`config.mk`:
```
export PLATFORM = sky130hd
export DESIGN_NAME = bus_arbiter_rr
export DESIGN_NICKNAME = d
export VERILOG_FILES = /design/src/rtl/bus_arbiter_rr.sv
export SDC_FILE = /design/constraint.sdc
export NUM_CORES = 1
export LEC_CHECK = 0
export CAP_MARGIN = 20
export CORE_MARGIN = 4
export CORE_UTILIZATION = 31
export CTS_BUF_LIST = sky130_fd_sc_hd__clkbuf_8
export DETAILED_ROUTE_END_ITERATION = 10
export DONT_BUFFER_PORTS = 1
export PLACE_DENSITY = 0.45
export REMOVE_ABC_BUFFERS = 1
export SYNTH_ARGS = -nofsm -noshare
export SYNTH_HDL_FRONTEND = slang
export SYNTH_SLANG_ARGS = --single-unit
export TNS_END_PERCENT = 50
```
`constraint.sdc`:
```
create_clock -name clock -period 4.49 [get_ports clock]
set_clock_uncertainty 0.1 [all_clocks]
set_input_delay 0.449 -clock clock [delete_from_list [all_inputs] [get_ports clock]]
set_output_delay 0.449 -clock clock [all_outputs]
set_load 0.005 [all_outputs]
```
`src/rtl/bus_arbiter_rr.sv`:
```
// Round-robin bus arbiter.
//
// Shares one system bus between NUM_MASTERS masters. Arbitration runs only while the bus is idle.
// A grant is held until the snooped transaction ends, a bus error is seen, the granted master
// withdraws its request before starting, or (optionally) the watchdog expires.
//
// Optional feature macro: ARB_WATCHDOG_EN
//   defined   : a 16-bit watchdog aborts a stalled grant and pulses errorOUT for one cycle.
//   undefined : no watchdog; errorOUT is tied low.
//
// Ports:
//   clock               in   system clock, rising edge
//   reset               in   asynchronous active-low reset
//   request             in   per-master bus request (level)
//   granted             out  one-hot registered grant
//   begin_transactionIN in   snooped transaction start
//   end_transactionIN   in   snooped transaction end
//   errorIN             in   snooped bus error
//   errorOUT            out  watchdog timeout pulse
//   bus_idle            out  high while no master owns the bus
//   active_master       out  index of the granted master, 0 when none
module bus_arbiter_rr #(
  parameter int unsigned NUM_MASTERS    = 4,
  parameter int unsigned TIMEOUT_CYCLES = 255,
  localparam int unsigned IdxW          = $clog2(NUM_MASTERS)
) (
  input  logic                   clock,
  input  logic                   reset,
  input  logic [NUM_MASTERS-1:0] request,
  output logic [NUM_MASTERS-1:0] granted,
  input  logic                   begin_transactionIN,
  input  logic                   end_transactionIN,
  input  logic                   errorIN,
  output logic                   errorOUT,
  output logic                   bus_idle,
  output logic [IdxW-1:0]        active_master
);

  typedef enum logic [1:0] {StIdle, StGrant, StBusy, StRelease} state_e;

  state_e                 state_q, state_d;
  logic [NUM_MASTERS-1:0] granted_q, granted_d;
  // Last winner; while the bus is held it is also the owner's index.
  logic [IdxW-1:0]        ptr_q, ptr_d;

  logic                   found;
  logic [IdxW-1:0]        winner;
  logic [IdxW-1:0]        cand;
  logic                   held;
  logic                   timeout;

  assign held = (state_q == StGrant) || (state_q == StBusy);

  // Search ptr+1, ptr+2, ... (mod N) for the first requester.
  always_comb begin
    found  = 1'b0;
    winner = '0;
    cand   = '0;
    for (int unsigned i = 1; i <= NUM_MASTERS; i++) begin
      cand = IdxW'((32'(ptr_q) + i) % NUM_MASTERS);
      if (!found && request[cand]) begin
        found  = 1'b1;
        winner = cand;
      end
    end
  end

`ifdef ARB_WATCHDOG_EN
  logic [15:0] wd_q, wd_d;

  assign timeout  = held && (wd_q == 16'(TIMEOUT_CYCLES - 1));
  assign errorOUT = timeout;

  always_comb begin
    wd_d = wd_q;
    if (state_q == StIdle) begin
      wd_d = '0;
    end else if (held) begin
      if (begin_transactionIN || end_transactionIN) wd_d = '0;
      else                                          wd_d = wd_q + 16'd1;
    end
  end

  always_ff @(posedge clock or negedge reset) begin
    if (!reset) wd_q <= '0;
    else        wd_q <= wd_d;
  end
`else
  assign timeout  = 1'b0;
  assign errorOUT = 1'b0;
`endif

  always_comb begin
    state_d   = state_q;
    granted_d = granted_q;
    ptr_d     = ptr_q;
    case (state_q)
      StIdle: begin
        if (found) begin
          state_d   = StGrant;
          granted_d = NUM_MASTERS'(1) << winner;
          ptr_d     = winner;
        end
      end
      StGrant: begin
        // Watchdog beats a late begin; begin beats a request drop.
        if (timeout) begin
          state_d   = StRelease;
          granted_d = '0;
        end else if (begin_transactionIN) begin
          state_d = StBusy;
        end else if (!request[ptr_q] || errorIN) begin
          state_d   = StRelease;
          granted_d = '0;
        end
      end
      StBusy: begin
        if (timeout || end_transactionIN || errorIN) begin
          state_d   = StRelease;
          granted_d = '0;
        end
      end
      StRelease: begin
        state_d   = StIdle;
        granted_d = '0;
      end
      default: begin
        state_d   = StIdle;
        granted_d = '0;
      end
    endcase
  end

  always_ff @(posedge clock or negedge reset) begin
    if (!reset) begin
      state_q   <= StIdle;
      granted_q <= '0;
      ptr_q     <= IdxW'(NUM_MASTERS - 1);
    end else begin
      state_q   <= state_d;
      granted_q <= granted_d;
      ptr_q     <= ptr_d;
    end
  end

  assign granted       = granted_q;
  assign bus_idle      = (state_q == StIdle);
  assign active_master = held ? ptr_q : '0;

endmodule

```
Word-level counts from Yosys, hierarchy flattened
Index checks and enable logic that the tools add are counted.
{ "totals": {"ff_bits": 8, "in_bits": 9, "output_inout_bits": 8, "elab_cells": 64} }
{ "op_classes": {"add_sub_neg": 4, "magnitude_cmp": 5, "n_eq_ne": 8, "shifts": 1, "muxes": 29, "n_reduce_logical": 14} }
{ "op_table": {"columns": ["cell", "count"], "rows": [
  ["2-bit two-way mux", 9],
  ["4-bit two-way mux", 4],
  ["4-bit case mux with 4 select lines", 1],
  ["2-bit by 3-bit < comparator with 1-bit output (second input constant)", 5],
  ["1-bit binary-select mux with 2-bit select", 5],
  ["1-bit two-way mux", 9],
  ["2-bit case mux with 4 select lines", 1],
  ["2-bit by 1-bit inequality test with 1-bit output (second input constant)", 3],
  ["2-bit by 1-bit adder with 2-bit output (second input constant)", 2],
  ["2-bit adder (second input constant)", 2],
  ["2-bit == test (second input constant)", 2],
  ["1-bit logical NOT", 4],
  ["4-bit AND reduction", 1],
  ["1-bit by 2-bit left shift with 4-bit output (first input constant)", 1],
  ["1-bit logical AND", 3],
  ["1-bit logical OR", 3],
  ["3-bit by 2-bit inequality test with 1-bit output (second input constant)", 1],
  ["3-bit AND reduction", 1],
  ["2-bit by 1-bit == test with 1-bit output (second input constant)", 1],
  ["2-bit logical NOT", 1],
  ["2-bit inequality test (second input constant)", 1],
  ["2-bit AND reduction", 1]
]} }

Depth between registers and ports, before layout
Gate-level depths: netlist of the first run.
{ "depth": {"word_depth": 16, "depth_mapped": 6, "mapped_depth_nobuf": 5} }

Worst setup path after synthesis of the first run
Ideal clock, no wire load.
{ "synth_timing": {"path_type": "register to register", "startpoint": "reg ptr_q[1]", "endpoint": "reg granted_q[0] (netlist: granted[0])", "setup_ns": 0.125, "t_arrival_ns": 1.561, "required_time_ns": 4.265, "slack_ns": 2.704, "stages_incl_launch_ff": 7, "path_buffers": 1, "synth_period_minus_slack_ns": 1.786, "cell_sequence": "dfstp_2 buf_6 mux2i_2 nor3b_2 o31ai_2 nand2_2 mux2_4"} }
{ "synth_via": {"elab_chain_cells": 16, "word_cells_on_any_way": 36, "cone_classes": "4 x add/sub; 2 x eq/ne; 1 x shift; 20 x mux; 9 x reduce/logical"} }
{ "synth_rtl": {"columns": ["item", "line_no", "source"], "rows": [
  ["start: declaration", "44", "logic [IdxW-1:0] ptr_q, ptr_d;"],
  ["start signal: assignment", "138", "ptr_q <= IdxW'(NUM_MASTERS - 1);"],
  ["start signal: assignment", "142", "ptr_q <= ptr_d;"],
  ["2-bit by 1-bit adder with 2-bit output", "60", "cand = IdxW'((32'(ptr_q) + i) % NUM_MASTERS);"],
  ["1-bit binary-select mux with 2-bit select", "61", "if (!found && request[cand]) begin"],
  ["1-bit two-way mux (implied by the code)", "61", null],
  ["1-bit two-way mux", "61", null],
  ["1-bit logical NOT", "61", null],
  ["1-bit logical AND", "61", null],
  ["1-bit two-way mux", "61", null],
  ["1-bit logical NOT", "61", null],
  ["1-bit logical AND", "61", null],
  ["1-bit two-way mux", "61", null],
  ["1-bit logical NOT", "61", null],
  ["1-bit logical AND", "61", null],
  ["2-bit two-way mux", "61", null],
  ["1-bit by 2-bit left shift with 4-bit output", "101", "granted_d = NUM_MASTERS'(1) << winner;"],
  ["4-bit two-way mux", "99", "if (found) begin"],
  ["4-bit case mux with 4 select lines", "97", "case (state_q)"],
  ["end signal: assignment", "141", "granted_q <= granted_d;"],
  ["end: declaration", "42", "logic [NUM_MASTERS-1:0] granted_q, granted_d;"]
]} }
Parallel ways exist; a longest one is shown, timed or not. The select of a mux whose other input is x is not followed.
A chain may end at the register's enable or synchronous reset.

Final worst setup path of the first run
{ "layout_timing": {"startpoint": "reg ptr_q[1]", "endpoint": "reg granted_q[3] (netlist: granted[3])"} }
The elaborated chain is that of the path after synthesis.

==> results of run 1 <==
metrics by stage:
| stage | utilization, % | area (um2) | instances |
|---|---|---|---|
| after global routing | 37.4 | 674 | 86 |
| after CTS | 37.4 | 674 | 86 |
| after floorplan | - | 592 | 57 |
| after detailed placement | 34.6 | 623 | 82 |
| after global placement | 34.6 | 623 | 82 |
| final | 37.4 | 674 | 86 |
how the worst min path moves through the flow:
| stage | from | to | slack [ns] |
|---|---|---|---|
| after detailed placement | reset | granted[0] | 0.05 |
| after global routing | granted[2] | granted[2] | 0.44 |
| after CTS | granted[2] | granted[2] | 0.42 |
| after floorplan | reset | granted[0] | 0.05 |
| final | granted[2] | granted[2] | 0.41 |
| after global placement | reset | granted[0] | 0.05 |
metal layers:
layer  part of all wire, %  up-vias
met2                    46       12
met5                     0        -
met4                  0.67        0
met3                   6.5        2
met1                    47      207
li1                      -      218
worst reg2reg max path, stage by stage (launching register included):
cell and delay (ns):
dfstp_2 0.61, mux2i_1 0.22, nor3_1 0.09, o31ai_2 0.27
nand2_2 0.14, mux2_4 0.32
area by class of cell:
class,instances,area (um2),area share (%)
Sequential cell,8,203,30.1
Tap cell,25,31.3,4.64
Timing Repair Buffer,1,10.0,1.48
Clock buffer,3,41.3,6.12
Multi-Input combinational cell,47,382,56.6
Inverter,2,7.51,1.11
sequential cells by signal, summed over array words and instances (netlist names):
| register | count |
|---|---|
| ptr_q | 2 |
| state_q | 2 |
| granted | 4 |
logic make-up after synthesis:
| family | Yosys count |
|---|---|
| DFF | 8 |
| buffers and inverters | 4 |
| AOI/OAI and AO/OA | 15 |
| adders and majority gates | 3 |
| other | 1 |
| muxes | 6 |
| and+or+nand+nor | 22 |
power breakdown:
part	internal (mW)	total, mW	switching (mW)
Clock	0.0579	0.0845	0.0266
Combinational	0.105	0.199	0.0932
Sequential	0.109	0.146	0.0369
Total	0.272	0.429	0.157
what timing repair did:
action                                 CTS  global route
hold buffers                             1             0
endpoints found under the hold margin    8             0
buffers inserted                         0             0
cell usage in the layout (no fill, tap or decap), types with 2 or more instances in the layout:
master    count
a21oi_1       2
clkbuf_8      3
dfrtp_1       6
dfstp_2       2
ha_1          3
inv_1         2
mux2_4        4
nand2_1       3
nand2b_1      4
nor2_1        5
nor2b_1       2
o21ai_0       2
==> run summary, run 1 <==
Status: completed
Most used DFF post-synth: dfrtp_1
Final setup violation count: 0
Most frequent cell after synthesis: dfrtp_1
Fin Setup TNS: 0 ns
Starting Density: 33.9%
Final nets: 75
CP Launch Type: flop
Core box area: 1800 um2
PnR Total Power: 0.429 mW
DR vias: 439
# rows: 15
Adder-Cell Fraction of Synth Area: 6.15%
FILL cells: 191
Worst Setup SP: ptr_q[1]
Synth top area share: 24.6%
Largest family of logic cells by synthesized area: simple AND/OR/NAND/NOR gates
Post-CTS Resized: 0
Hpwl dp: 943 um
Hold Slack: 0.411 ns
Post-synthesis simple-gate area fraction: 22.3%
Final hold violations: 0
Clock root cell: clkbuf_8
Top Ports: 17
Synth area leaders: dfrtp_1 25%, mux2_4 9.8%, dfstp_2 8.6%
Worst VDD drop: 0.293 mV
Worst R2R Setup Slack: 2.62 ns
Leakage: 0.298 nW
Met3 Usage GRT: 5.98%
Worst skew pair latency: 0.22 ns
Die X: 52.4 um
Hold Path Depth: 1
Port-buffer cells: 0
Synth Cell Area: 611 um2
Largest net degree at the start of global routing: 9
Synth-to-Final Area Change: 10.5%
Total congestion overflow: 0
Layout cell share with drive strength beyond 1: 31.1%
Mapped Cells: 59
Mapped Avg Cell Area: 10.3 um2
Final period demand of the worst path: 1.87 ns
Maximum root-to-sink buffer count: 2
Crit path required time: 4.50 ns
Setup WS pre-CTS: 2.62 ns
Synth top cells by count: 6 x dfrtp_1, 5 x nor2_1, 4 x mux2_4, 4 x nand2b_1
Critical path data arrival time: 1.88 ns
Post-Synth XOR/XNOR Area: 0%
Gr usage total: 10.4%
Pins over their slew limit: 0
Vias per cell: 5.10
Slowest stage cell, crit path: dfstp_2
Compound-Gate Fraction of Synth Area: 19.7%
Critical Path Stages: 5
Global Route met2 Usage: 14.5%
Antenna Cells: 0
Fmax: 533 MHz
Top Usage Layer GRT: met2
Synth area leader: dfrtp_1
Clock buffer count from CTS: 3
Kind of critical path: flop to flop
Drt first-iter violations: 3
Final Worst Setup Slack: 2.62 ns
Post-synthesis mux area share: 13.7%
Vias in the first global route: 432
ANT nets after route: 0
Unrepaired setup endpoints after global routing: false
Ys async rst share: 100%
Routed WL per cell: 13.8 um
Max-cap violations: 0
Sequential-to-total area share from yosys stat: 33.2%
First-pass GRT wire length: 2010 um
Crit end category: flop
FF+latch count, synth: 8
Reg-to-Reg End: granted[3]
CP Cell Sequence: mux2i_1 -> nor3_1 -> o31ai_2 -> nand2_2 -> mux2_4
# clock sinks: 8
TritonCTS clock tree: yes
CTS clk-pin slew, worst paths: 0.04 ns
CTS H-tree lvls: 1
CP delay by family, top: flip-flops
Die area: 2740 um2
Reg-to-reg startpoint: ptr_q[1]
Initial antenna violation count: 0
Largest stage delay, worst path: 0.61 ns
Number of iterations in the first detailed-routing pass: 3
Pwr Density: 636 nW/um2
Met1 usage: 13.0%
Die height: 52.4 um
Synthesis warning total: 0
Hold crit path type: flop to flop
DRT Wirelength: 1190 um
Worst setup path endpoint: granted[3]
R2r worst-path depth: 5
Final Wtd Congestion: 0.676
Tcrit/Tclk final: 41.8%
Buffers plus inverters on the worst setup path: 0
Synth cell types: 35
Post-synth EDFFs: 0
CP max FO: 8
DRC: 0
No activity file was read; power rests on OpenSTA's default activity.
==> run 2: changes to the inputs <==
--- a/config.mk
+++ b/config.mk
@@ -11,7 +11,7 @@
 export CTS_BUF_LIST = sky130_fd_sc_hd__clkbuf_8
 export DETAILED_ROUTE_END_ITERATION = 10
 export DONT_BUFFER_PORTS = 1
-export PLACE_DENSITY = 0.45
+export PLACE_DENSITY = 0.46
 export REMOVE_ABC_BUFFERS = 1
 export SYNTH_ARGS = -nofsm -noshare
 export SYNTH_HDL_FRONTEND = slang
==> constraint.sdc (replaced) <==
create_clock -name clock -period 1.6 [get_ports clock]
set_clock_uncertainty 0.1 [all_clocks]
set_input_delay 0.16 -clock clock [delete_from_list [all_inputs] [get_ports clock]]
set_output_delay 0.16 -clock clock [all_outputs]
set_load 0.005 [all_outputs]
==> run 2 against run 1 <==
The run now ends with setup timing left; final area grew 15%; sequential cell count is the same; first-iteration DRC count up 67%; sequential power rose to 2.6 times the previous value.
==> run summary, run 2 (same netlist as run 1, synthesis figures left out) <==
CP Launch Type: flop
DRT Wirelength: 1340 um
Crit end category: flop
Clock share of power: 17.8%
CP max FO: 4
DRC: 0
Largest net degree at the start of global routing: 9
Die height: 52.4 um
Hold EP: ptr_q[0]
Multi-input gate area in the final layout: 398 um2
Post-placement cell area: 706 um2
Worst skew pair latency: 0.23 ns
Finished Core Util: 43.1%
R2r worst-path depth: 5
Worst VDD drop: 0.962 mV
PnR Total Power: 1.40 mW
Kind of critical path: flop to flop
Final hold violations: 0
Fin Setup TNS: -0.852 ns
Sequential share of power: 27.3%
CTS H-tree lvls: 1
Vias in the first global route: 482
Clock buffer count from CTS: 3
Vias per cell: 5.05
DR vias: 495
Tcrit/Tclk final: 113%
Number of iterations in the first detailed-routing pass: 4
Synth-to-Final Area Change: 27.3%
CP Cell Sequence: mux2i_2 -> nor3b_2 -> o31ai_2 -> nand2_2 -> mux2_4
Gr usage total: 11.2%
Switching Fraction: 35.3%
Critical path data arrival time: 1.82 ns
Maximum root-to-sink buffer count: 2
# clock sinks: 8
Drt first-iter violations: 5
Layout cell share with drive strength beyond 1: 43.8%
Final nets: 86
Final setup violation count: 6
Hold crit path type: input port to flop
Most common cell after layout, fill and taps aside: buf_4
CTS clk-pin slew, worst paths: 0.04 ns
Pins over their slew limit: 0
Min-delay src: request[2]
Pwr Density: 1800 nW/um2
Unrepaired setup endpoints after global routing: true
Final period demand of the worst path: 1.81 ns
Total congestion overflow: 0
Die area: 2740 um2
Fmax: 553 MHz
Starting Density: 33.9%
Final Worst Setup Slack: -0.210 ns
Setup bufs post-CTS: 0
Failing checks: setup timing
Top Ports: 17
TritonCTS clock tree: yes
Final Instance Area: 777 um2
Hold Path Depth: 2
FILL cells: 198
Worst R2R Setup Slack: -0.21 ns
Most frequent cells in the layout: 11 x buf_4, 6 x dfrtp_1, 5 x nor2_1, 4 x nand2b_1, 4 x mux2_4
Hold Slack: 0.177 ns
Core box area: 1800 um2
Port-buffer cells: 0
Sequential cell area: 203 um2
ANT nets after route: 0
Antenna Cells: 0
Max-cap violations: 0
Clock root cell: clkbuf_8
Internal: 0.904 mW
First-pass GRT wire length: 2180 um
Final Wtd Congestion: 0.749
Switch Pwr: 0.493 mW
Max FFs per register: 4
Slowest stage cell, crit path: dfstp_2
Leakage: 0.361 nW
Reg-to-Reg End: granted[1]
# rows: 15
Combinational power share: 54.9%
Hpwl dp: 1070 um
Die X: 52.4 um
Crit path required time: 1.61 ns
Reg-to-reg startpoint: ptr_q[1]
Largest stage delay, worst path: 0.56 ns
Initial antenna violation count: 0
Routed WL per cell: 13.7 um
Status: finished, violations left
[run 2: cell type report]
class / instances / share of cell area (%)
Tap cell: 25 / 4.03
Multi-Input combinational cell: 47 / 51.2
Clock inverter: 1 / 0.483
Clock buffer: 3 / 5.31
Inverter: 2 / 0.966
Sequential cell: 8 / 26.1
Timing Repair Buffer: 12 / 11.9
[run 2: how the worst max path moves through the flow]
stage,startpoint,slack [ns],cells after the start,end
after floorplan,ptr_q[1],-0.16,5,granted[0]
after global placement,ptr_q[1],-0.18,5,granted[3]
after detailed placement,ptr_q[1],-0.19,5,granted[3]
after CTS,ptr_q[1],-0.22,5,granted[1]
after global routing,ptr_q[1],-0.28,5,granted[1]
final,ptr_q[1],-0.21,5,granted[1]
[run 2: layer usage]
metal	global-route usage, %	wire, um
met3	7.41	125
met2	18.4	619
met4	2.55	8
met1	11.9	588
met5	0	0
[run 2: power by group through the flow]
stage	clock (mW)	combinational [mW]	sequential (mW)
4_1_cts	0.259	0.751	0.383
3_3_place_gp	0	0.737	0.386
6_report	0.249	0.767	0.381
3_5_place_dp	0	0.738	0.384
5_1_grt	0.270	0.855	0.396
2_1_floorplan	0	0.475	0.383
[run 2: timing repair]
action                                  CTS  global route
endpoints found under the setup margin    6             7
gates resized for setup                   0             3
pin swaps                                 0             0
endpoints found under the hold margin     8             0
hold buffers                              1             0
[run 2: per-stage QoR]
stage,setup slack [ns],cells
after CTS,-0.218,98
after detailed placement,-0.193,93
after floorplan,-0.165,57
final,-0.210,98
after global routing,-0.281,98
after global placement,-0.180,93
[run 2: critical path, delay by kind of cell, from the launching register on]
family / cells / cell delay [ns]
flops: 1 / 0.56
mux: 2 / 0.57
compound gates: 1 / 0.22
simple gates: 2 / 0.23
==> run 3: changes to the inputs <==
--- a/config.mk
+++ b/config.mk
@@ -11,6 +11,7 @@
 export CTS_BUF_LIST = sky130_fd_sc_hd__clkbuf_8
 export DETAILED_ROUTE_END_ITERATION = 10
 export DONT_BUFFER_PORTS = 1
+export GPL_ROUTABILITY_DRIVEN = 0
 export PLACE_DENSITY = 0.46
 export REMOVE_ABC_BUFFERS = 1
 export SYNTH_ARGS = -nofsm -noshare
==> constraint.sdc (replaced) <==
create_clock -name clock -period 1.48 [get_ports clock]
set_clock_uncertainty 0.1 [all_clocks]
set_input_delay 0.148 -clock clock [delete_from_list [all_inputs] [get_ports clock]]
set_output_delay 0.148 -clock clock [all_outputs]
set_load 0.005 [all_outputs]
==> run 3 against run 2 <==
Final area up 6.8%; via count grew 0.20%; global-route usage grew 0.88 points; hold slack lost 0.0067 ns; largest cell class unchanged; power up 15%; the flow still finishes with violations (setup timing).
==> run summary, run 3 (same netlist as run 1, synthesis figures left out) <==
Status: finished, violations left
Failing checks: setup timing
DRC: 0
Sequential share of power: 25.6%
Number of iterations in the first detailed-routing pass: 4
Setup WS pre-CTS: -0.328 ns
Fmax: 556 MHz
Pwr Density: 1940 nW/um2
Hpwl dp: 1070 um
Clock share of power: 16.8%
ANT nets after route: 0
Switch Pwr: 0.554 mW
Maximum root-to-sink buffer count: 2
DR vias: 496
Combinational power share: 57.6%
CP Launch Type: flop
CTS H-tree lvls: 1
Unrepaired setup endpoints after global routing: true
Synth-to-Final Area Change: 35.9%
Max FFs per register: 4
Routed WL per cell: 13.6 um
PnR Total Power: 1.61 mW
Clock root cell: clkbuf_8
Die area: 2740 um2
Internal: 1.06 mW
Layout cell share with drive strength beyond 1: 53.2%
Die height: 52.4 um
Final setup violation count: 8
Kind of critical path: flop to flop
Vias per cell: 4.86
CTS clk-pin slew, worst paths: 0.04 ns
# rows: 15
Total congestion overflow: 0
Worst skew pair latency: 0.23 ns
Antenna Cells: 0
Multi-input gate area in the final layout: 420 um2
Final nets: 90
Tcrit/Tclk final: 122%
DRT Wirelength: 1390 um
Sequential cell area: 203 um2
Die X: 52.4 um
Max-cap violations: 0
Final hold violations: 0
Port-buffer cells: 0
Leakage: 0.384 nW
Pins over their slew limit: 0
Crit end category: flop
Starting Density: 33.9%
Core box area: 1800 um2
Critical path data arrival time: 1.81 ns
# clock sinks: 8
Vias in the first global route: 503
Largest net degree at the start of global routing: 9
Final period demand of the worst path: 1.80 ns
Initial antenna violation count: 0
Worst VDD drop: 0.837 mV
Crit path required time: 1.49 ns
Clock buffer count from CTS: 3
Gr usage total: 12.1%
First-pass GRT wire length: 2290 um
Final Worst Setup Slack: -0.320 ns
TritonCTS clock tree: yes
Most frequent cells in the layout: 15 x buf_4, 6 x dfrtp_1, 4 x nor2_1, 4 x mux2_4
FILL cells: 185
Top Ports: 17
CP max FO: 4
Finished Core Util: 46.0%
Drt first-iter violations: 6
Switching Fraction: 34.4%
Hold crit path type: input port to flop
Most common cell after layout, fill and taps aside: buf_4
[run 3: final timing paths]
| path | startpoint | endpoint | slack (ns) | cells after the start |
|---|---|---|---|---|
| setup / recovery | ptr_q[1] | granted[3] | -0.32 | 5 |
| hold / removal | begin_transactionIN | granted[2] | 0.17 | 3 |
| setup reg to reg | ptr_q[1] | granted[3] | -0.32 | 5 |
| hold reg to reg | granted[2] | granted[2] | 0.41 | 1 |
| max in group asynchronous | reset | ptr_q[1] | 0.79 | 1 |
| min in group asynchronous | reset | granted[0] | 0.18 | 1 |
[run 3: through the flow]
step	std cells	hold WS (ns)	setup TNS [ns]	cell area [um2]
floorplan	57	-0.248	-1.26	592
global placement	94	-0.247	-1.50	713
detailed placement	94	-0.247	-1.60	713
CTS	100	0.133	-1.59	779
global route	102	0.193	-2.34	830
finish	102	0.170	-1.64	830
[run 3: final cells by class]
cell class	instances	area share, %
flip-flops and latches	8	24.4
well taps	25	3.77
multi-input cells	47	50.7
repair buffers	16	14.8
inverters	2	0.905
clock inverters	1	0.452
clock buffers	3	4.98
[run 3: repair_timing]
item	4_1_cts	5_1_grt
resized for setup	2	6
gates cloned	0	0
hold endpoints to repair	8	0
buffers inserted	1	2
pin swaps	2	4
hold buffers	1	0
endpoints found under the setup margin	7	10
[run 3: power groups by stage]
stage	Clock [mW]	Combinational [mW]	Sequential, mW
after floorplan	0	0.514	0.414
after global placement	0	0.807	0.417
after detailed placement	0	0.806	0.415
after CTS	0.284	0.846	0.410
after global routing	0.293	1.04	0.426
final	0.270	0.926	0.413
[run 3: worst max-delay path, cell delays in order, from the launching register on]
cell,delay (ns)
dfstp_2,0.56
mux2i_2,0.25
nor3b_2,0.08
o31ai_2,0.23
nand2_2,0.15
mux2_4,0.32
[run 3: layer usage]
layer	track usage, %	routed length [um]
met5	0	0
met4	6.38	29
met3	6.55	91
met2	18.4	654
met1	13.4	614
